`config.mk`:
```
export PLATFORM = sky130hd
export DESIGN_NAME = board_status_ctrl_flat
export DESIGN_NICKNAME = d
export VERILOG_FILES = /design/src/rtl/board_pkg.sv /design/src/rtl/board_status_ctrl_if.sv /design/src/rtl/board_ram.sv /design/src/rtl/board_status_ctrl.sv /design/src/flat_wrapper.sv
export SDC_FILE = /design/constraint.sdc
export NUM_CORES = 1
export LEC_CHECK = 0
export BUFFER_PORTS_ARGS = -buffer_cell sky130_fd_sc_hd__buf_2
export CAP_MARGIN = 20
export CORE_ASPECT_RATIO = 1.25
export CORE_MARGIN = 3
export CORE_UTILIZATION = 57
export CTS_CLUSTER_SIZE = 40
export DETAILED_ROUTE_END_ITERATION = 12
export GPL_TIMING_DRIVEN = 0
export PLACE_DENSITY = 0.78
export SYNTH_ARGS = -nofsm -noshare
export SYNTH_HDL_FRONTEND = slang
export SYNTH_SLANG_ARGS = --single-unit
```
`constraint.sdc`:
```
create_clock -name clk_in -period 11.2 [get_ports clk_in]
set_input_delay 3.36 -clock clk_in [delete_from_list [all_inputs] [get_ports clk_in]]
set_output_delay 3.36 -clock clk_in [all_outputs]
set_load 0.02 [all_outputs]
```
`src/rtl/board_pkg.sv`:
```
// Shared board definitions: geometry, cell status codes and response codes.
// Used by the status controller, its RAM and the VGA driver.
package board_pkg;

    localparam int BOARD_W = 10;
    localparam int BOARD_H = 10;
    localparam int CELLS   = BOARD_W * BOARD_H;
    localparam int AW      = 7;

    localparam logic [4:0] ST_FREE       = 5'd0;
    localparam logic [4:0] ST_OCC        = 5'd1;
    localparam logic [4:0] ST_PLAYER_HIT = 5'd2;
    localparam logic [4:0] ST_IA_HIT     = 5'd3;
    localparam logic [4:0] ST_BOTH_HIT   = 5'd4;

    localparam logic [1:0] RSP_MISS   = 2'd0;
    localparam logic [1:0] RSP_HIT    = 2'd1;
    localparam logic [1:0] RSP_REPEAT = 2'd2;
    localparam logic [1:0] RSP_BAD    = 2'd3;

    typedef enum logic [1:0] {
        CTL_CLEAR,
        CTL_IDLE,
        CTL_RMW
    } ctl_state_t;

    typedef enum logic [1:0] {
        SRC_SETUP,
        SRC_PLAYER,
        SRC_IA
    } src_t;

    typedef struct packed {
        logic [4:0] status;
        logic [1:0] resp;
    } rmw_t;

    function automatic logic [AW-1:0] cell_addr(input logic [3:0] x,
                                                 input logic [3:0] y);
        return AW'(y) * AW'(BOARD_W) + AW'(x);
    endfunction

    function automatic logic in_range(input logic [3:0] x,
                                      input logic [3:0] y);
        return (x < 4'(BOARD_W)) && (y < 4'(BOARD_H));
    endfunction

    // Unknown codes read back from memory count as an empty cell.
    function automatic logic [4:0] sanitize(input logic [4:0] s);
        return (s > ST_BOTH_HIT) ? ST_FREE : s;
    endfunction

    function automatic rmw_t rmw_rule(input src_t src,
                                      input logic [4:0] raw);
        logic [4:0] cur;
        rmw_t r;
        cur = sanitize(raw);
        r.status = cur;
        r.resp = RSP_REPEAT;
        case (src)
            SRC_SETUP: begin
                if (cur == ST_FREE) r = '{ST_OCC, RSP_MISS};
            end
            SRC_PLAYER: begin
                case (cur)
                    ST_FREE:   r = '{ST_PLAYER_HIT, RSP_MISS};
                    ST_OCC:    r = '{ST_PLAYER_HIT, RSP_HIT};
                    ST_IA_HIT: r = '{ST_BOTH_HIT, RSP_MISS};
                    default:   r.resp = RSP_REPEAT;
                endcase
            end
            SRC_IA: begin
                case (cur)
                    ST_FREE:       r = '{ST_IA_HIT, RSP_MISS};
                    ST_OCC:        r = '{ST_IA_HIT, RSP_HIT};
                    ST_PLAYER_HIT: r = '{ST_BOTH_HIT, RSP_MISS};
                    default:       r.resp = RSP_REPEAT;
                endcase
            end
            default: r.resp = RSP_REPEAT;
        endcase
        return r;
    endfunction

endpackage

```
`src/rtl/board_status_ctrl_if.sv`:
```
// Game-side request/ack bundle of the board status controller.
// master = game logic, slave = board_status_ctrl.
interface board_status_ctrl_if;

    logic       new_game;
    logic       ready;
    logic       setup_req;
    logic       player_req;
    logic       ia_req;
    logic [3:0] setup_x;
    logic [3:0] setup_y;
    logic [3:0] player_x;
    logic [3:0] player_y;
    logic [3:0] ia_x;
    logic [3:0] ia_y;
    logic       setup_ack;
    logic       player_ack;
    logic       ia_ack;
    logic [1:0] resp;

    modport master (
        output new_game, setup_req, player_req, ia_req,
        output setup_x, setup_y, player_x, player_y, ia_x, ia_y,
        input  ready, setup_ack, player_ack, ia_ack, resp
    );

    modport slave (
        input  new_game, setup_req, player_req, ia_req,
        input  setup_x, setup_y, player_x, player_y, ia_x, ia_y,
        output ready, setup_ack, player_ack, ia_ack, resp
    );

endinterface

```
`src/rtl/board_ram.sv`:
```
// 100x5 dual-port board RAM, synchronous read on both ports.
// Port A: clear/RMW read-write. Port B: VGA read-only.
module board_ram
    import board_pkg::*;
(
    input  logic          clk_in,
    input  logic          rst_n_in,
    input  logic          a_en,
    input  logic          a_we,
    input  logic [AW-1:0] a_addr,
    input  logic [4:0]    a_wdata,
    output logic [4:0]    a_rdata,
    input  logic [AW-1:0] b_addr,
    output logic [4:0]    b_rdata
);

    logic [4:0] mem [CELLS];

    // Port A write; port B reads in the same cycle see the old value.
    always_ff @(posedge clk_in) begin
        if (a_en && a_we) mem[a_addr] <= a_wdata;
    end

    // Port A registered read.
    always_ff @(posedge clk_in or negedge rst_n_in) begin
        if (!rst_n_in) a_rdata <= ST_FREE;
        else if (a_en) a_rdata <= mem[a_addr];
    end

    // Port B registered read, every cycle.
    always_ff @(posedge clk_in or negedge rst_n_in) begin
        if (!rst_n_in) b_rdata <= ST_FREE;
        else b_rdata <= mem[b_addr];
    end

endmodule

```
`src/rtl/board_status_ctrl.sv`:
```
// Board status owner: clear sweep, setup/player/IA read-modify-write
// arbitration and a never-stalled VGA read port.
module board_status_ctrl
    import board_pkg::*;
(
    input  logic               clk_in,
    input  logic               rst_n_in,
    input  logic [3:0]         vga_cell_x,
    input  logic [3:0]         vga_cell_y,
    output logic [4:0]         vga_cell_status,
    board_status_ctrl_if.slave bus
);

    ctl_state_t    state_q, state_d;
    logic [AW-1:0] clr_cnt_q, clr_cnt_d;
    src_t          src_q, src_d;
    logic [AW-1:0] addr_q, addr_d;
    logic          bad_q, bad_d;
    logic          rr_ia_q, rr_ia_d;
    logic [1:0]    resp_q, resp_d;
    logic          a_en, a_we;
    logic [AW-1:0] a_addr;
    logic [4:0]    a_wdata, a_rdata, b_rdata;
    logic          ack_any, req_any;
    src_t          sel_src;
    logic [3:0]    sel_x, sel_y;
    rmw_t          rule;
    logic          vga_bad_q, vga_clr_q;

    board_ram u_ram (
        .clk_in   (clk_in),
        .rst_n_in (rst_n_in),
        .a_en     (a_en),
        .a_we     (a_we),
        .a_addr   (a_addr),
        .a_wdata  (a_wdata),
        .a_rdata  (a_rdata),
        .b_addr   (cell_addr(vga_cell_x, vga_cell_y)),
        .b_rdata  (b_rdata)
    );

    assign req_any = bus.setup_req | bus.player_req | bus.ia_req;

    // Winner select: setup first, then player/IA with last-served losing ties.
    always_comb begin
        sel_src = SRC_IA;
        sel_x = bus.ia_x;
        sel_y = bus.ia_y;
        if (bus.setup_req) begin
            sel_src = SRC_SETUP;
            sel_x = bus.setup_x;
            sel_y = bus.setup_y;
        end else if (bus.player_req && (!bus.ia_req || !rr_ia_q)) begin
            sel_src = SRC_PLAYER;
            sel_x = bus.player_x;
            sel_y = bus.player_y;
        end
    end

    // Next state, RAM port A control and ack/resp generation.
    always_comb begin
        state_d = state_q;
        clr_cnt_d = clr_cnt_q;
        src_d = src_q;
        addr_d = addr_q;
        bad_d = bad_q;
        rr_ia_d = rr_ia_q;
        resp_d = resp_q;
        a_en = 1'b0;
        a_we = 1'b0;
        a_addr = addr_q;
        a_wdata = ST_FREE;
        ack_any = 1'b0;
        rule = rmw_rule(src_q, a_rdata);
        unique case (state_q)
            CTL_CLEAR: begin
                a_en = 1'b1;
                a_we = 1'b1;
                a_addr = clr_cnt_q;
                if (bus.new_game) begin
                    clr_cnt_d = '0;
                end else if (clr_cnt_q == AW'(CELLS - 1)) begin
                    clr_cnt_d = '0;
                    state_d = CTL_IDLE;
                end else begin
                    clr_cnt_d = clr_cnt_q + AW'(1);
                end
            end
            CTL_IDLE: begin
                if (bus.new_game) begin
                    state_d = CTL_CLEAR;
                    clr_cnt_d = '0;
                end else if (req_any) begin
                    src_d = sel_src;
                    bad_d = !in_range(sel_x, sel_y);
                    addr_d = cell_addr(sel_x, sel_y);
                    a_en = !bad_d;
                    a_addr = addr_d;
                    state_d = CTL_RMW;
                    if (sel_src == SRC_PLAYER) rr_ia_d = 1'b1;
                    else if (sel_src == SRC_IA) rr_ia_d = 1'b0;
                end
            end
            CTL_RMW: begin
                if (bus.new_game) begin
                    state_d = CTL_CLEAR;
                    clr_cnt_d = '0;
                end else begin
                    ack_any = 1'b1;
                    state_d = CTL_IDLE;
                    a_en = !bad_q;
                    a_we = !bad_q;
                    a_wdata = rule.status;
                    resp_d = bad_q ? RSP_BAD : rule.resp;
                end
            end
            default: state_d = CTL_CLEAR;
        endcase
    end

    // Controller state and latched grant.
    always_ff @(posedge clk_in or negedge rst_n_in) begin
        if (!rst_n_in) begin
            state_q <= CTL_CLEAR;
            clr_cnt_q <= '0;
            src_q <= SRC_SETUP;
            addr_q <= '0;
            bad_q <= 1'b0;
            rr_ia_q <= 1'b0;
            resp_q <= RSP_MISS;
        end else begin
            state_q <= state_d;
            clr_cnt_q <= clr_cnt_d;
            src_q <= src_d;
            addr_q <= addr_d;
            bad_q <= bad_d;
            rr_ia_q <= rr_ia_d;
            resp_q <= resp_d;
        end
    end

    // VGA masking flags aligned with the one-cycle RAM read.
    always_ff @(posedge clk_in or negedge rst_n_in) begin
        if (!rst_n_in) begin
            vga_bad_q <= 1'b0;
            vga_clr_q <= 1'b1;
        end else begin
            vga_bad_q <= !in_range(vga_cell_x, vga_cell_y);
            vga_clr_q <= (state_q == CTL_CLEAR);
        end
    end

    assign vga_cell_status = (vga_bad_q || vga_clr_q) ? ST_FREE
                                                      : sanitize(b_rdata);

    assign bus.ready = (state_q != CTL_CLEAR);
    assign bus.setup_ack = ack_any && (src_q == SRC_SETUP);
    assign bus.player_ack = ack_any && (src_q == SRC_PLAYER);
    assign bus.ia_ack = ack_any && (src_q == SRC_IA);
    assign bus.resp = resp_d;

endmodule

```
`src/flat_wrapper.sv`:
```
// flat-port wrapper written by rule: the top's interface ports become plain ports
module board_status_ctrl_flat import board_pkg::*;
  (clk_in, rst_n_in, vga_cell_x, vga_cell_y, vga_cell_status, bus_new_game, bus_setup_req, bus_player_req, bus_ia_req, bus_setup_x, bus_setup_y, bus_player_x, bus_player_y, bus_ia_x, bus_ia_y, bus_ready, bus_setup_ack, bus_player_ack, bus_ia_ack, bus_resp);
  board_status_ctrl_if bus_i ();
  input  logic clk_in;
  input  logic rst_n_in;
  input  logic [3:0] vga_cell_x;
  input  logic [3:0] vga_cell_y;
  output logic [4:0] vga_cell_status;
  input wire logic [$bits(bus_i.new_game)-1:0] bus_new_game;
  input wire logic [$bits(bus_i.setup_req)-1:0] bus_setup_req;
  input wire logic [$bits(bus_i.player_req)-1:0] bus_player_req;
  input wire logic [$bits(bus_i.ia_req)-1:0] bus_ia_req;
  input wire logic [$bits(bus_i.setup_x)-1:0] bus_setup_x;
  input wire logic [$bits(bus_i.setup_y)-1:0] bus_setup_y;
  input wire logic [$bits(bus_i.player_x)-1:0] bus_player_x;
  input wire logic [$bits(bus_i.player_y)-1:0] bus_player_y;
  input wire logic [$bits(bus_i.ia_x)-1:0] bus_ia_x;
  input wire logic [$bits(bus_i.ia_y)-1:0] bus_ia_y;
  output wire logic [$bits(bus_i.ready)-1:0] bus_ready;
  output wire logic [$bits(bus_i.setup_ack)-1:0] bus_setup_ack;
  output wire logic [$bits(bus_i.player_ack)-1:0] bus_player_ack;
  output wire logic [$bits(bus_i.ia_ack)-1:0] bus_ia_ack;
  output wire logic [$bits(bus_i.resp)-1:0] bus_resp;
  assign bus_i.new_game = bus_new_game;
  assign bus_i.setup_req = bus_setup_req;
  assign bus_i.player_req = bus_player_req;
  assign bus_i.ia_req = bus_ia_req;
  assign bus_i.setup_x = bus_setup_x;
  assign bus_i.setup_y = bus_setup_y;
  assign bus_i.player_x = bus_player_x;
  assign bus_i.player_y = bus_player_y;
  assign bus_i.ia_x = bus_ia_x;
  assign bus_i.ia_y = bus_ia_y;
  assign bus_ready = bus_i.ready;
  assign bus_setup_ack = bus_i.setup_ack;
  assign bus_player_ack = bus_i.player_ack;
  assign bus_ia_ack = bus_i.ia_ack;
  assign bus_resp = bus_i.resp;
  board_status_ctrl u_core (.clk_in(clk_in), .rst_n_in(rst_n_in), .vga_cell_x(vga_cell_x), .vga_cell_y(vga_cell_y), .vga_cell_status(vga_cell_status), .bus(bus_i));
endmodule
```
==> impl_summary.txt, run 1 <==
----------------------------------------------------
[Synth]
  Netlist cell types ... 69
  Count of flip-flops with a built-in enable after synthesis ... 500
  Register area share after synthesis ... 0.599
  Async S/R FF share, synth ... 0.0637
  Flip-flop and latch count after synthesis ... between 500 and 600
  Area of the mapped netlist ... about 26000 um2
  Instance count of the mapped netlist ... approximately 1.9k
  Yosys warning total ... 0
  Mean Syn Cell Area ... approximately 14 um2
  Prevailing post-synth register cell ... edfxtp_1

[Clocking]
  Post-CTS Setup Inserts ... 0
  Hold buffers post-CTS ... 0
  TritonCTS clock tree ... done
  CTS sink count ... roughly 530
  # resized after CTS ... 0
  TritonCTS buffer count ... 53
  Clock tree buffer depth ... 3
  Skew-Pair Late Insertion Delay ... around 630 ps
  Clk Tree Root Cell ... clkbuf_16
  Number of H-tree branching levels ... 2
  CTS clock-pin slew for the worst setup and hold paths ... 60 ps

[Route]
  Post-route DRC violation count ... 0
  Final Routed Wirelength ... around 110000 um
  Iter 0 DRT Violations ... around 3.4k
  Wirelength per Cell ... approximately 37 um
  Remaining antenna violation count after routing ... 0
  Pre-antenna DRT Iters ... 6
  Vias ... between 20k and 25k
  Per-cell via count in the routed design ... slightly above 7

[Cells and area]
  Count of non-filler cells in the finished layout ... 2873
  Fill cell count ... 3346
  Total area of multi-input combinational cells ... between 10000 and 15000 um2
  Share of cells above drive strength 1 ... 0.170
  Number of nets in the finished design ... 2313
  Area of all sequential standard cells ... about 16000 um2
  Final core area utilization ... 0.671
  Area growth from synthesis to layout ... 15.3%

[Worst setup path]
  Register-to-Register Path Depth ... 15
  Critical Path End Type ... register
  Arrival time reported for the critical path endpoint ... just over 10000 ps
  Startpoint of the most critical setup path ... bus_player_req
  Worst flop-to-flop path startpoint ... u_core.rr_ia_q$_DFFE_PN0P_
  Class of the most critical setup path ... input pin to register
  Crit path launch type ... input pin
  Required time worst endpoint ... between 10000 and 15000 ps
  Maximum fanout encountered on the critical timing path ... 10

[Place]
  DP Wirelength ... between 70000 and 80000 um
  Placed Cells incl. Taps ... between 2k and 3k
  Port Buffers ... 44
  Placer congestion estimate ... approximately 1.1

[Timing]
  Endpoints failing hold ... 0
  Rel. slew slack ... 0.112
  Setup repair after global routing missed its margin ... false
  Setup skew after layout ... about 25 ps
  Maximum clock rate ... 0.102 GHz
  Actual slew at the worst max-slew pin ... around 1300 ps
  Max-slew violations ... 0
  Ratio of final minimum period to clock period ... 0.880
  Finish-stage setup viols ... 0
  Post-route minimum period ... between 9000 and 10000 ps
  Worst Hold Slack ... approximately 490 ps

[Global routing]
  Number of antenna violations at the first check in global routing ... 7
  Pin count of the biggest net entering global routing ... between 40 and 50
  Total gr overflow ... 0
  Global routing usage summed across all routing layers ... 0.438
  Wire length of the first global-routing pass ... 145000 um
  Vias in the first global route ... ~19k

[Power and ir drop]
  Pwr per Cell Area ... 279 nW/um2
  Lkg Pwr ... roughly 11 nW
  Power, Total ... around 0.0085 W
  Worst voltage drop across the vdd grid ... approximately 0.00022 V

[Die]
  Die span in x ... 199 um
  Number of ports placed on the die boundary ... between 40 and 50
  Die height ... ~250 um
  Count of standard-cell rows ... 87
  Die Footprint ... between 40000 and 50000 um2
  Starting Density ... 0.582
  Core area ... approximately 46000 um2

[Worst hold path]
  Worst hold stages ... 2
  Worst hold start ... u_core.addr_q[0]$_DFFE_PN0P_
  Type of the tightest min-delay check ... register to register

[Run status]
  Run status ... finished clean

[Flow run]
  Number of maximum-capacitance violations ... 0

----------------------------------------------------
sequential cells by signal, summed over array words and instances (netlist names):
name and flops:
u_core.addr_q 7, u_core.bad_q 1, u_core.clr_cnt_q 7, u_core.resp_q 2, u_core.rr_ia_q 1, u_core.src_q 2, u_core.state_q 2, u_core.u_ram.a_rdata 5
u_core.u_ram.b_rdata 5, u_core.u_ram.mem 500, u_core.vga_bad_q 1, u_core.vga_clr_q 1
layout by cell type (no fill, tap or decap), types with 5 or more instances in the layout:
cell type   instances
a211oi_1           10
a21oi_1            65
a22oi_1             7
a31oi_1            24
and3_1              8
buf_1              17
buf_2              82
buf_4               7
buf_6              15
buf_8              20
bufinv_16           7
clkbuf_1           75
clkbuf_16          54
clkinv_1            9
clkinv_2           12
clkinvlp_4          5
conb_1            202
dfrtp_1            33
edfxtp_1          500
ha_1               17
inv_1              13
mux2_2              9
mux2i_1           171
mux4_2            154
nand2_1           263
nand2b_1           13
nand3_1            71
nor2_1            138
nor2b_1            11
nor3_1             43
nor4_1             10
o211ai_1            6
o21ai_0            50
o22ai_1            66
o31ai_1             7
xnor2_1             6
critical path, cell delays in order:
cell and delay [ps]:
buf_2 110, a21boi_2 300, clkbuf_1 480, mux2i_1 140, o21ai_0 510, fa_1 570, nand3_1 140, nand3_1 620
nand2_1 1040, clkbuf_1 350, buf_1 980, o22ai_1 130, o21ai_0 600, a21oi_1 220, nor4_1 610, a21oi_1 130
cell usage after synthesis (all sizes together), types with 4 or more instances:
cell type  instances  area [um2]
mux4             154        3470
a211oi            10        75.1
o311ai             4        35.0
o211ai             6        45.0
nand2b            13        81.3
and2               4        25.0
o21ai             51         255
mux2              10         116
a31oi             24         150
and3               8        50.1
buf               61         302
clkbuf            73         274
nor4              10        62.6
inv               13        48.8
a21oi             65         325
mux2i            171        1710
nand3             71         355
nand2            264         993
or2                4        25.0
edfxtp           500       15000
xnor2              7        61.3
fa                 4        80.1
or3                4        25.0
o32a               4        40.0
o221ai             4        35.0
o21a               4        30.0
a22oi              7        52.6
ha                17         213
o31ai              7        52.6
nor2             140         528
nor2b             11        68.8
nor3              45         230
dfrtp             33         826
o22ai             66         413
report_power, final:
group	internal, W	switching (W)
combinational	0.00112	0.00316
clock	0.00104	0.000794
sequential	0.00232	0.0000736
logic make-up (layout without fill, tap and decap cells):
logic type | count (synthesis) | in the layout | synth area share
adders and majority gates | 21 | 21 | 0.0111
DFF | 534 | 534 | 0.599
and+or+nand+nor | 583 | 583 | 0.0950
other | 1 | 205 | 0.000142
muxes | 335 | 335 | 0.200
xor gates and xnor gates | 10 | 10 | 0.00331
buffers and inverters | 147 | 324 | 0.0236
AOI/OAI and AO/OA | 283 | 283 | 0.0677
layer usage:
metal	GRT usage	part of all wire	up-vias
li1	-	-	7980
met1	0.522	0.32	9909
met2	0.655	0.44	1889
met3	0.147	0.14	527
met4	0.340	0.10	8
met5	0	0.00041	-
cell type report:
cell class              instances  area share
diodes                          3    0.000246
plain buffers                 134      0.0189
multi-input cells            1434       0.353
flip-flops and latches        534       0.520
inverters                      13     0.00160
well taps                     578      0.0237
clock buffers                  57      0.0446
repair buffers                 84      0.0258
clock inverters                36      0.0123
metrics by stage:
stage               setup TNS, ps  worst slack, ps  cell area [um2]
floorplan                       0             2530            27200
global placement          -394510            -2810            28200
detailed placement              0              717            28700
CTS                             0             1320            30400
global route                    0             1440            30500
finish                          0             1350            30500
final timing paths:
kind	to	slack, ps
min in group asynchronous	u_core.vga_bad_q$_DFF_PN0_	2840
max in group asynchronous	u_core.clr_cnt_q[4]$_DFFE_PN0P_	7790
max reg2reg	u_core.u_ram.a_rdata[0]$_DFFE_PN0P_	3840
max	u_core.u_ram.a_rdata[0]$_DFFE_PN0P_	1350
min reg2reg	u_core.addr_q[0]$_DFFE_PN0P_	490
min	u_core.addr_q[0]$_DFFE_PN0P_	490
Note: power is estimated with default switching activity, not from simulation.
==> inputs of run 2 (changes only) <==
Settings changed: BUFFER_PORTS_ARGS -buffer_cell sky130_fd_sc_hd__buf_2 to -buffer_cell sky130_fd_sc_hd__buf_4, REMOVE_ABC_BUFFERS set to 1, SETUP_SLACK_MARGIN set to 0.15.
==> impl_summary.txt, run 2 (same netlist as run 1, synthesis figures left out) <==
----------------------------------------------------
[Clocking]
  Hold buffers post-CTS ... 0 (unchanged)
  # resized after CTS ... 0 (unchanged)
  Clk Tree Root Cell ... clkbuf_16 (unchanged)
  Post-CTS Setup Inserts ... 0 (unchanged)
  CTS clock-pin slew for the worst setup and hold paths ... 70 ps (was 60 ps)
  TritonCTS clock tree ... done (unchanged)
  CTS sink count ... 534 (unchanged)
  Clock tree buffer depth ... 3 (unchanged)
  Number of H-tree branching levels ... 2 (unchanged)
  Skew-Pair Late Insertion Delay ... 580 ps (was 630 ps)
  TritonCTS buffer count ... 50 (was 53)

[Place]
  Port Buffers ... 46 (was 44)
  DP Wirelength ... 51200 um (was 77500 um)
  Placer congestion estimate ... 0.980 (was 1.07)
  Placed Cells incl. Taps ... 2646 (was 2769)

[Power and ir drop]
  Net switching share of the total power ... 0.414 (was 0.473)
  Cell Int Power ... 0.00440 W (was 0.00448 W)
  Worst voltage drop across the vdd grid ... 0.000164 V (was 0.000223 V)
  NetSw ... 0.00310 W (was 0.00403 W)
  Fraction of power consumed by combinational cells ... 0.456 (was 0.503)
  Lkg Pwr ... 10.6 nW (was 10.8 nW)
  Flop pwr share ... 0.321 (was 0.282)
  Power, Total ... 0.00750 W (was 0.00851 W)
  Share of power burned in the clock network ... 0.223 (was 0.215)
  Pwr per Cell Area ... 249 nW/um2 (was 279 nW/um2)

[Route]
  Wirelength per Cell ... 27.8 um (was 37.1 um)
  Per-cell via count in the routed design ... 6.78 (was 7.07)
  Iter 0 DRT Violations ... 2512 (was 3443)
  Post-route DRC violation count ... 0 (unchanged)
  Final Routed Wirelength ... 76200 um (was 107000 um)
  Pre-antenna DRT Iters ... 11 (was 6)
  Vias ... 18.6k (was 20.3k)
  Remaining antenna violation count after routing ... 0 (unchanged)

[Worst setup path]
  Maximum fanout encountered on the critical timing path ... 13 (was 10)
  Register-to-Register Path Depth ... 16 (was 15)
  Required time worst endpoint ... 11610 ps (was 11660 ps)
  Crit path launch type ... input pin (unchanged)
  Critical Path End Type ... register (unchanged)
  Arrival time reported for the critical path endpoint ... 9290 ps (was 10310 ps)
  Class of the most critical setup path ... input pin to register (unchanged)
  Reg-to-reg slack, setup ... 4810 ps (was 3840 ps)

[Cells and area]
  Fill cell count ... 3080 (was 3346)
  Max reg flops ... 500 (unchanged)
  Share of cells above drive strength 1 ... 0.160 (was 0.170)
  Area growth from synthesis to layout ... 13.7% (was 15.3%)
  Largest regs ... u_core.u_ram.mem: 500 flops, u_core.addr_q: 7 flops, u_core.clr_cnt_q: 7 flops (unchanged)
  Count of non-filler cells in the finished layout ... 2738 (was 2873)
  Register with the most flip-flops ... u_core.u_ram.mem (unchanged)
  Number of nets in the finished design ... 2179 (was 2313)
  Commonest cells after routing, fill and taps aside ... 500 x edfxtp_1, 261 x nand2_1, 202 x conb_1 (was 500 x edfxtp_1, 263 x nand2_1, 202 x conb_1)
  Most common cell after layout, fill and taps aside ... edfxtp_1 (unchanged)

[Timing]
  Setup skew after layout ... 11.5 ps (was 25.2 ps)
  Total negative setup slack ... 0 ps (unchanged)
  Maximum clock rate ... 0.113 GHz (was 0.102 GHz)
  Endpoints failing hold ... 0 (unchanged)
  Max-slew violations ... 0 (unchanged)
  Finish-stage setup viols ... 0 (unchanged)
  Rel. slew slack ... 0.188 (was 0.112)
  Setup repair after global routing missed its margin ... false (unchanged)
  Ratio of final minimum period to clock period ... 0.793 (was 0.880)
  Post-route minimum period ... 8880 ps (was 9850 ps)
  Actual slew at the worst max-slew pin ... 1220 ps (was 1330 ps)

[Die]
  Count of standard-cell rows ... 87 (unchanged)
  Die span in x ... 199 um (unchanged)
  Die Footprint ... 49100 um2 (unchanged)
  Number of ports placed on the die boundary ... 49 (unchanged)
  Core area ... 45500 um2 (unchanged)
  Die height ... 247 um (unchanged)
  Starting Density ... 0.582 (unchanged)

[Flow run]
  Number of maximum-capacitance violations ... 0 (unchanged)

[Global routing]
  Number of antenna violations at the first check in global routing ... 0 (was 7)
  Total gr overflow ... 0 (unchanged)
  Pin count of the biggest net entering global routing ... 78 (was 42)
  Global routing usage summed across all routing layers ... 0.312 (was 0.438)
  Vias in the first global route ... 18.5k (was 19.4k)
  Wire length of the first global-routing pass ... 113000 um (was 145000 um)

[Run status]
  Run status ... finished clean (unchanged)

[Worst hold path]
  Type of the tightest min-delay check ... register to register (unchanged)
  Worst hold stages ... 2 (unchanged)

----------------------------------------------------
==> run 2: cell count changes in the layout (fill, tap and decap cells not counted), moves of 9 or more <==
| cell | delta |
|---|---|
| buf_2 | -77 |
| clkbuf_1 | -64 |
| buf_4 | +45 |
| buf_1 | -17 |
| buf_8 | -14 |
| buf_16 | +9 |
| buf_6 | -9 |
==> run 2: critical path: stages <==
cell,delay [ps]
buf_4,130
a21boi_2,620
mux2i_1,160
o21ai_0,510
ha_1,350
ha_1,190
inv_1,80
fa_1,430
nand2b_1,180
o31a_1,300
or4_1,510
a32oi_2,390
nor2_1,300
nand2_1,500
nor2_1,190
nor4_1,870
a41oi_1,220
==> run 2: cell type report <==
type / instances / area (um2) / area share
Antenna cell: 1 / 2.50 / 0.0000831
Timing Repair Buffer: 87 / 1020 / 0.0338
Inverter: 13 / 48.8 / 0.00162
Sequential cell: 534 / 15900 / 0.527
Clock buffer: 62 / 1320 / 0.0438
Tap cell: 578 / 723 / 0.0240
Clock inverter: 29 / 256 / 0.00852
Multi-Input combinational cell: 1434 / 10900 / 0.361
==> run 2: power groups by stage <==
stage	clock network, W	registers (W)	logic [W]
after floorplan	0	0.00242	0.00219
after global placement	0	0.00244	0.00347
after detailed placement	0	0.00244	0.00329
after CTS	0.00168	0.00240	0.00331
after global routing	0.00176	0.00242	0.00352
final	0.00167	0.00241	0.00342
==> run 2: path summary, 6_finish.rpt <==
path,from,endpoint
max,bus_ia_req,u_core.u_ram.a_rdata[4]$_DFFE_PN0P_
min,u_core.resp_q[0]$_DFF_PN0_,u_core.resp_q[0]$_DFF_PN0_
max reg2reg,u_core.rr_ia_q$_DFFE_PN0P_,u_core.u_ram.a_rdata[4]$_DFFE_PN0P_
min reg2reg,u_core.resp_q[0]$_DFF_PN0_,u_core.resp_q[0]$_DFF_PN0_
max in group asynchronous,rst_n_in,u_core.vga_clr_q$_DFF_PN1_
min in group asynchronous,rst_n_in,u_core.rr_ia_q$_DFFE_PN0P_
==> run 2: metrics by stage <==
| step | setup slack (ps) | hold WS [ps] | cell area, um2 | utilization |
|---|---|---|---|---|
| CTS | 2500 | 499 | 30100 | 0.661 |
| global route | 2140 | 531 | 30100 | 0.661 |
| detailed placement | 1870 | 482 | 28500 | 0.627 |
| global placement | -11850 | 462 | 27700 | 0.609 |
| floorplan | -2980 | 450 | 26700 | - |
| finish | 2320 | 502 | 30100 | 0.661 |
==> run 2: routing by layer <==
metal	part of all wire	wire length, um	global-route usage	vias to the layer above
met2	0.48	36800	0.511	1465
met4	0.079	5990	0.199	0
met1	0.32	24700	0.378	9022
li1	-	-	-	7717
met3	0.11	8740	0.0653	356
met5	0	0	0	-
